===== src/rtl/cpu_bus_if_pkg.sv =====
// Shared constants, state encoding and timeout counter width for the CPU bus master interface.
// The BUS_TIMEOUT_EN build option uses BUS_TIMEOUT_W.
package cpu_bus_if_pkg;

    localparam logic ENABLE_  = 1'b0;
    localparam logic DISABLE_ = 1'b1;
    localparam logic READ     = 1'b1;
    localparam logic WRITE    = 1'b0;

    localparam int unsigned BUS_TIMEOUT_W = 8;

    typedef enum logic [1:0] {
        IDLE   = 2'd0,
        REQ    = 2'd1,
        ACCESS = 2'd2,
        STALL  = 2'd3
    } bus_if_state_e;

endpackage


===== src/rtl/cpu_bus_if_timer.sv =====
// ACCESS-phase timeout counter, built only when BUS_TIMEOUT_EN is defined.
// The count is the 1-based number of the current ACCESS cycle.
`ifdef BUS_TIMEOUT_EN
module cpu_bus_if_timer
    import cpu_bus_if_pkg::*;
#(
    parameter int unsigned TIMEOUT_CYCLES = 255
) (
    input  logic clk,
    input  logic reset,
    input  logic clear,
    input  logic enable,
    output logic expire
);

    localparam logic [BUS_TIMEOUT_W-1:0] LIMIT = BUS_TIMEOUT_W'(TIMEOUT_CYCLES);

    logic [BUS_TIMEOUT_W-1:0] cnt;

    always_ff @(posedge clk) begin
        if (reset) begin
            cnt <= '0;
        end else if (clear) begin
            cnt <= BUS_TIMEOUT_W'(1);
        end else if (enable) begin
            cnt <= cnt + BUS_TIMEOUT_W'(1);
        end
    end

    assign expire = enable && (cnt == LIMIT);

endmodule
`endif


===== src/rtl/cpu_bus_if.sv =====
// CPU-side bus master: turns one pipeline request into request/grant/access/ready on the bus.
// Optional ACCESS timeout with busErr pulse when BUS_TIMEOUT_EN is defined.
module cpu_bus_if
    import cpu_bus_if_pkg::*;
#(
    parameter int unsigned WORD_DATA_W = 32,
    parameter int unsigned WORD_ADDR_W = 30
`ifdef BUS_TIMEOUT_EN
  , parameter int unsigned TIMEOUT_CYCLES = 255
`endif
) (
    input  logic                   clk,
    input  logic                   reset,
    input  logic                   stall,
    input  logic                   flush,
    input  logic                   as_,
    input  logic                   rw,
    input  logic [WORD_ADDR_W-1:0] addr,
    input  logic [WORD_DATA_W-1:0] wrData,
    output logic [WORD_DATA_W-1:0] rdData,
    output logic                   busy,
    output logic                   busReq_,
    input  logic                   busGrnt_,
    output logic [WORD_ADDR_W-1:0] busAddr,
    output logic                   busAs_,
    output logic                   busRw,
    output logic [WORD_DATA_W-1:0] busWrData,
    input  logic [WORD_DATA_W-1:0] busRdData,
    input  logic                   busRdy_
`ifdef BUS_TIMEOUT_EN
  , output logic                   busErr
`endif
);

    bus_if_state_e state, state_next;

    logic                   rdy;
    logic                   timeout;
    logic                   accept;
    logic                   done;
    logic [WORD_DATA_W-1:0] rd_done;
    logic [WORD_DATA_W-1:0] rd_buf;

    assign rdy    = (busRdy_ == ENABLE_);
    assign accept = (state == IDLE) && (as_ == ENABLE_) && !flush;
    assign done   = (state == ACCESS) && (rdy || timeout);
    // A timeout or a write completes with zero, so STALL replays the same value.
    assign rd_done = (rdy && busRw == READ) ? busRdData : '0;

`ifdef BUS_TIMEOUT_EN
    cpu_bus_if_timer #(
        .TIMEOUT_CYCLES(TIMEOUT_CYCLES)
    ) u_timer (
        .clk    (clk),
        .reset  (reset),
        .clear  (state == REQ),
        .enable (state == ACCESS),
        .expire (timeout)
    );

    assign busErr = timeout && !rdy;
`else
    assign timeout = 1'b0;
`endif

    always_ff @(posedge clk) begin
        if (reset) begin
            state <= IDLE;
        end else begin
            state <= state_next;
        end
    end

    always_comb begin
        state_next = state;
        busy       = 1'b0;
        rdData     = '0;
        case (state)
            IDLE: begin
                if (accept) begin
                    busy       = 1'b1;
                    state_next = REQ;
                end
            end
            REQ: begin
                busy = 1'b1;
                if (flush) begin
                    state_next = IDLE;
                end else if (busGrnt_ == ENABLE_) begin
                    state_next = ACCESS;
                end
            end
            ACCESS: begin
                if (done) begin
                    rdData     = rd_done;
                    state_next = stall ? STALL : IDLE;
                end else begin
                    busy = 1'b1;
                end
            end
            STALL: begin
                rdData = rd_buf;
                if (!stall) begin
                    state_next = IDLE;
                end
            end
            default: state_next = IDLE;
        endcase
    end

    always_ff @(posedge clk) begin
        if (reset) begin
            busReq_   <= DISABLE_;
            busAs_    <= DISABLE_;
            busRw     <= READ;
            busAddr   <= '0;
            busWrData <= '0;
            rd_buf    <= '0;
        end else begin
            case (state)
                IDLE: begin
                    if (accept) begin
                        busAddr   <= addr;
                        busRw     <= rw;
                        busWrData <= wrData;
                        busReq_   <= ENABLE_;
                    end
                end
                REQ: begin
                    if (flush) begin
                        busReq_ <= DISABLE_;
                    end else if (busGrnt_ == ENABLE_) begin
                        busAs_ <= ENABLE_;
                    end
                end
                ACCESS: begin
                    busAs_ <= DISABLE_;
                    if (done) begin
                        busReq_ <= DISABLE_;
                        rd_buf  <= rd_done;
                    end
                end
                default: ;
            endcase
        end
    end

endmodule


===== config.mk =====
export PLATFORM = sky130hd
export DESIGN_NAME = cpu_bus_if
export DESIGN_NICKNAME = d
export VERILOG_FILES = /design/src/rtl/cpu_bus_if_pkg.sv /design/src/rtl/cpu_bus_if_timer.sv /design/src/rtl/cpu_bus_if.sv
export SDC_FILE = /design/constraint.sdc
export NUM_CORES = 1
export LEC_CHECK = 0
export BUFFER_PORTS_ARGS = -buffer_cell sky130_fd_sc_hd__buf_4
export CAP_MARGIN = 20
export CORE_ASPECT_RATIO = 1.4
export CORE_UTILIZATION = 45
export CTS_CLUSTER_SIZE = 8
export DETAILED_ROUTE_END_ITERATION = 12
export GPL_TIMING_DRIVEN = 0
export PLACE_DENSITY = 0.92
export SLEW_MARGIN = 20
export SYNTH_ARGS = -nofsm -noshare
export SYNTH_HDL_FRONTEND = slang
export SYNTH_HIERARCHICAL = 1
export SYNTH_SLANG_ARGS = --single-unit

===== constraint.sdc =====
create_clock -name clk -period 4.2 [get_ports clk]
set_input_delay 0.84 -clock clk [delete_from_list [all_inputs] [get_ports clk]]
set_output_delay 0.84 -clock clk [all_outputs]
set_load 0.01 [all_outputs]

==> out/summary.log <==
qor: cts.cts-resized-gates 0
qor: cts.cts_made_buffers 9
qor: logic_synthesis.synthArstFlopShare 0%
qor: routing.average_via_count_per_standard_cell 4.97
qor: cells_and_area.mostFrequentLayoutCell sky130_fd_sc_hd__nand2_1
qor: cells_and_area.most-common-layout-cells 255 x sky130_fd_sc_hd__nand2_1, 199 x sky130_fd_sc_hd__buf_4, 99 x sky130_fd_sc_hd__dfxtp_1
qor: job.max_cap_violations 0
qor: cts.worst_skew_pair_later_pin_latency 0.34 ns
qor: global_routing.grt_antenna_before_repair 0
qor: cts.clock_sink_count 99
qor: pwr.pwr_density_cell 387 nW/um^2
qor: sta.final.setup_skew 0.00573 ns
qor: logic_synthesis.post_synth_instance_area 3860 sq um
qor: routing.routed_wire_length_per_instance 13.5 um
qor: floorplan.fp.coreArea 8250 sq um
qor: global_routing.grt_max_degree 17
qor: critical_path.endpoint_kind primary output
qor: routing.dr.first_iter.drc_count 182
qor: cts.clk_pin_slew 0.06 ns
qor: global_routing.vias_in_the_first_global_route 4140
qor: global_routing.grt_first_pass_wirelength 18000 um
qor: global_routing.gr-usage-all-layers 25.6%
qor: sta.final.setup.tns 0 ns
qor: cts.htree_levels 3
qor: cells_and_area.final_layout_size_suffix_gt1_share 32.0%
qor: critical_path.cp_data_required_time 3.36 ns
qor: cells_and_area.fillers 629
qor: sta.headroom_to_the_max_slew_limit 66.5%
qor: routing.drt.antenna.violating_nets 0
qor: logic_synthesis.synth_area_per_cell 7.43 sq um
qor: cts.holdBufCountCts 0
qor: critical_path.startpoint_type register
qor: cts.cell_chosen_for_the_clock_root sky130_fd_sc_hd__clkbuf_16
qor: run_status.outcome complete, no violations
qor: place.finalWeightedCongestion 0.810
qor: critical_path.critical_path_class reg -> out
qor: pwr.max-vdd-ir-drop 351 uV
qor: routing.drt_drc_violations_left 0
qor: logic_synthesis.synth_sequential_area_ratio 51.4%
qor: routing.drt-total-wl 11300 um
qor: sta.final_worst_path_setup_slack 1.25 ns
qor: logic_synthesis.netlist-cell-type-count 26
qor: sta.finalMaxSlewViolations 0
qor: floorplan.initial_core_util 46.8%
qor: floorplan.design.die.area 8950 sq um
qor: logic_synthesis.ys_dominant_reg_cell sky130_fd_sc_hd__dfxtp_1
qor: cts.clk_path_buf_depth 2
qor: cells_and_area.syn2layout_area_growth 49.9%
qor: routing.via_count 4151
qor: sta.fmax 0.339 GHz
qor: cells_and_area.layout.area.seq 1980 sq um
qor: sta.setup_violations 0
qor: floorplan.die_y 112 um
qor: logic_synthesis.synth-edff-count 0
qor: critical_path.wp_data_arrival 2.11 ns
qor: sta.layout_worst_path_cycle_share 70.1%
qor: place.port_buffers 199
qor: logic_synthesis.synth_cells 519
qor: cells_and_area.multi_input_comb_area 1700 sq um
qor: place.place.detailed.hpwl 8950 um
qor: logic_synthesis.mappedNetlistNets 626
qor: sta.post-route-min-period 2.95 ns
qor: sta.hold_violations 0
qor: logic_synthesis.yosysWarningCount 6
qor: pwr.p_leak 2.70 nW
qor: floorplan.die_wd 80.2 um
qor: cells_and_area.diodes 0
qor: floorplan.design.portCount 200
qor: logic_synthesis.synth-seq-cells 99
qor: place.preCtsSetupSlack 1.31 ns
qor: global_routing.aggregate_global_routing_overflow 0
qor: cells_and_area.nNetsFinal 836
qor: routing.drt_pass1_iterations 4
qor: critical_path.timing.critical_path.fanout_max 10
qor: cts.cts_tree built
qor: floorplan.fp-row-count 39
qor: cts.post_cts.repair.setup_buffers 0
qor: sta.rsz_0062_raised_after_global_routing no
qor: pwr.design_power_total 0.00224 W
qor: hold_path.min-delay-path-class reg -> reg
qor: sta.max_slew.worst_pin.slew 0.503 ns
==> worst max-delay path, cell delays in order (launching register included) <==
cell and delay [ns]:
sky130_fd_sc_hd__dfxtp_1 0.35, sky130_fd_sc_hd__inv_1 0.11, sky130_fd_sc_hd__ha_1 0.24, sky130_fd_sc_hd__or3b_1 0.36, sky130_fd_sc_hd__buf_2 0.20, sky130_fd_sc_hd__buf_2 0.20, sky130_fd_sc_hd__a21oi_1 0.15, sky130_fd_sc_hd__buf_4 0.15
==> logic make-up (layout without fill, tap and decap cells) <==
group / Yosys count / after routing / synth area share (%)
compound gates: 102 / 102 / 14.0
mux: 3 / 3 / 0.908
flops: 99 / 99 / 51.4
buf+inv: 38 / 253 / 4.45
simple gates: 272 / 272 / 27.6
fa+ha+maj: 5 / 5 / 1.62
==> metrics by stage <==
stage	cells	hold slack (ns)	util [%]	cell area (sq um)
3_5_place_dp	820	0.447	66.4	5480
2_1_floorplan	519	0.437	-	3860
4_1_cts	836	0.455	70.1	5780
5_1_grt	836	0.467	70.1	5780
6_report	836	0.455	70.1	5780
3_3_place_gp	820	0.442	66.4	5480
==> cells in the mapped netlist (all sizes together), types with 2 or more instances <==
cell / instances / share of area [%]
a21oi: 97 / 13
and2: 2 / 0.39
buf: 18 / 2.5
clkbuf: 18 / 1.8
dfxtp: 99 / 51
ha: 5 / 1.6
inv: 2 / 0.19
mux2i: 2 / 0.52
nand2: 255 / 25
nand2b: 3 / 0.49
nor2: 5 / 0.49
==> routing by layer <==
metal	GRT usage, %	part of all wire (%)	wire (um)
met5	0	0	0
met4	13.2	3.0	339
met3	7.79	7.2	809
met2	47.3	54	6070
met1	24.9	36	4090
==> power breakdown <==
part / internal [W] / switching, W / total, W
clock: 0.000481 / 0.000347 / 0.000829
combinational: 0.000195 / 0.000193 / 0.000388
sequential: 0.000992 / 0.0000305 / 0.00102
total: 0.00167 / 0.000571 / 0.00224
==> cell type report <==
cell class	instances	area share, %
flip-flops and latches	99	34.3
multi-input cells	382	29.5
repair buffers	199	25.8
clock buffers	11	4.20
plain buffers	36	2.83
well taps	102	2.21
clock inverters	5	1.06
inverters	2	0.130
==> registers in the layout (all words and copies together) (netlist names) <==
name	cells
busReq_	1
busAs_	1
busAddr	30
busWrData	32
state	2
rd_buf	32
busRw	1
==> worst paths after layout <==
check                           slack [ns]                  startpoint  cells past startpoint                         end
worst max-delay path                  1.25       state[0]$_SDFFE_PP0P_                      7                        busy
worst min-delay path                  0.45  busWrData[18]$_SDFFE_PP0P_                      2  busWrData[18]$_SDFFE_PP0P_
worst max register to register        2.38       state[0]$_SDFFE_PP0P_                      5       state[0]$_SDFFE_PP0P_
worst min register to register        0.45  busWrData[18]$_SDFFE_PP0P_                      2  busWrData[18]$_SDFFE_PP0P_
No activity file was read; power rests on OpenSTA's default activity.
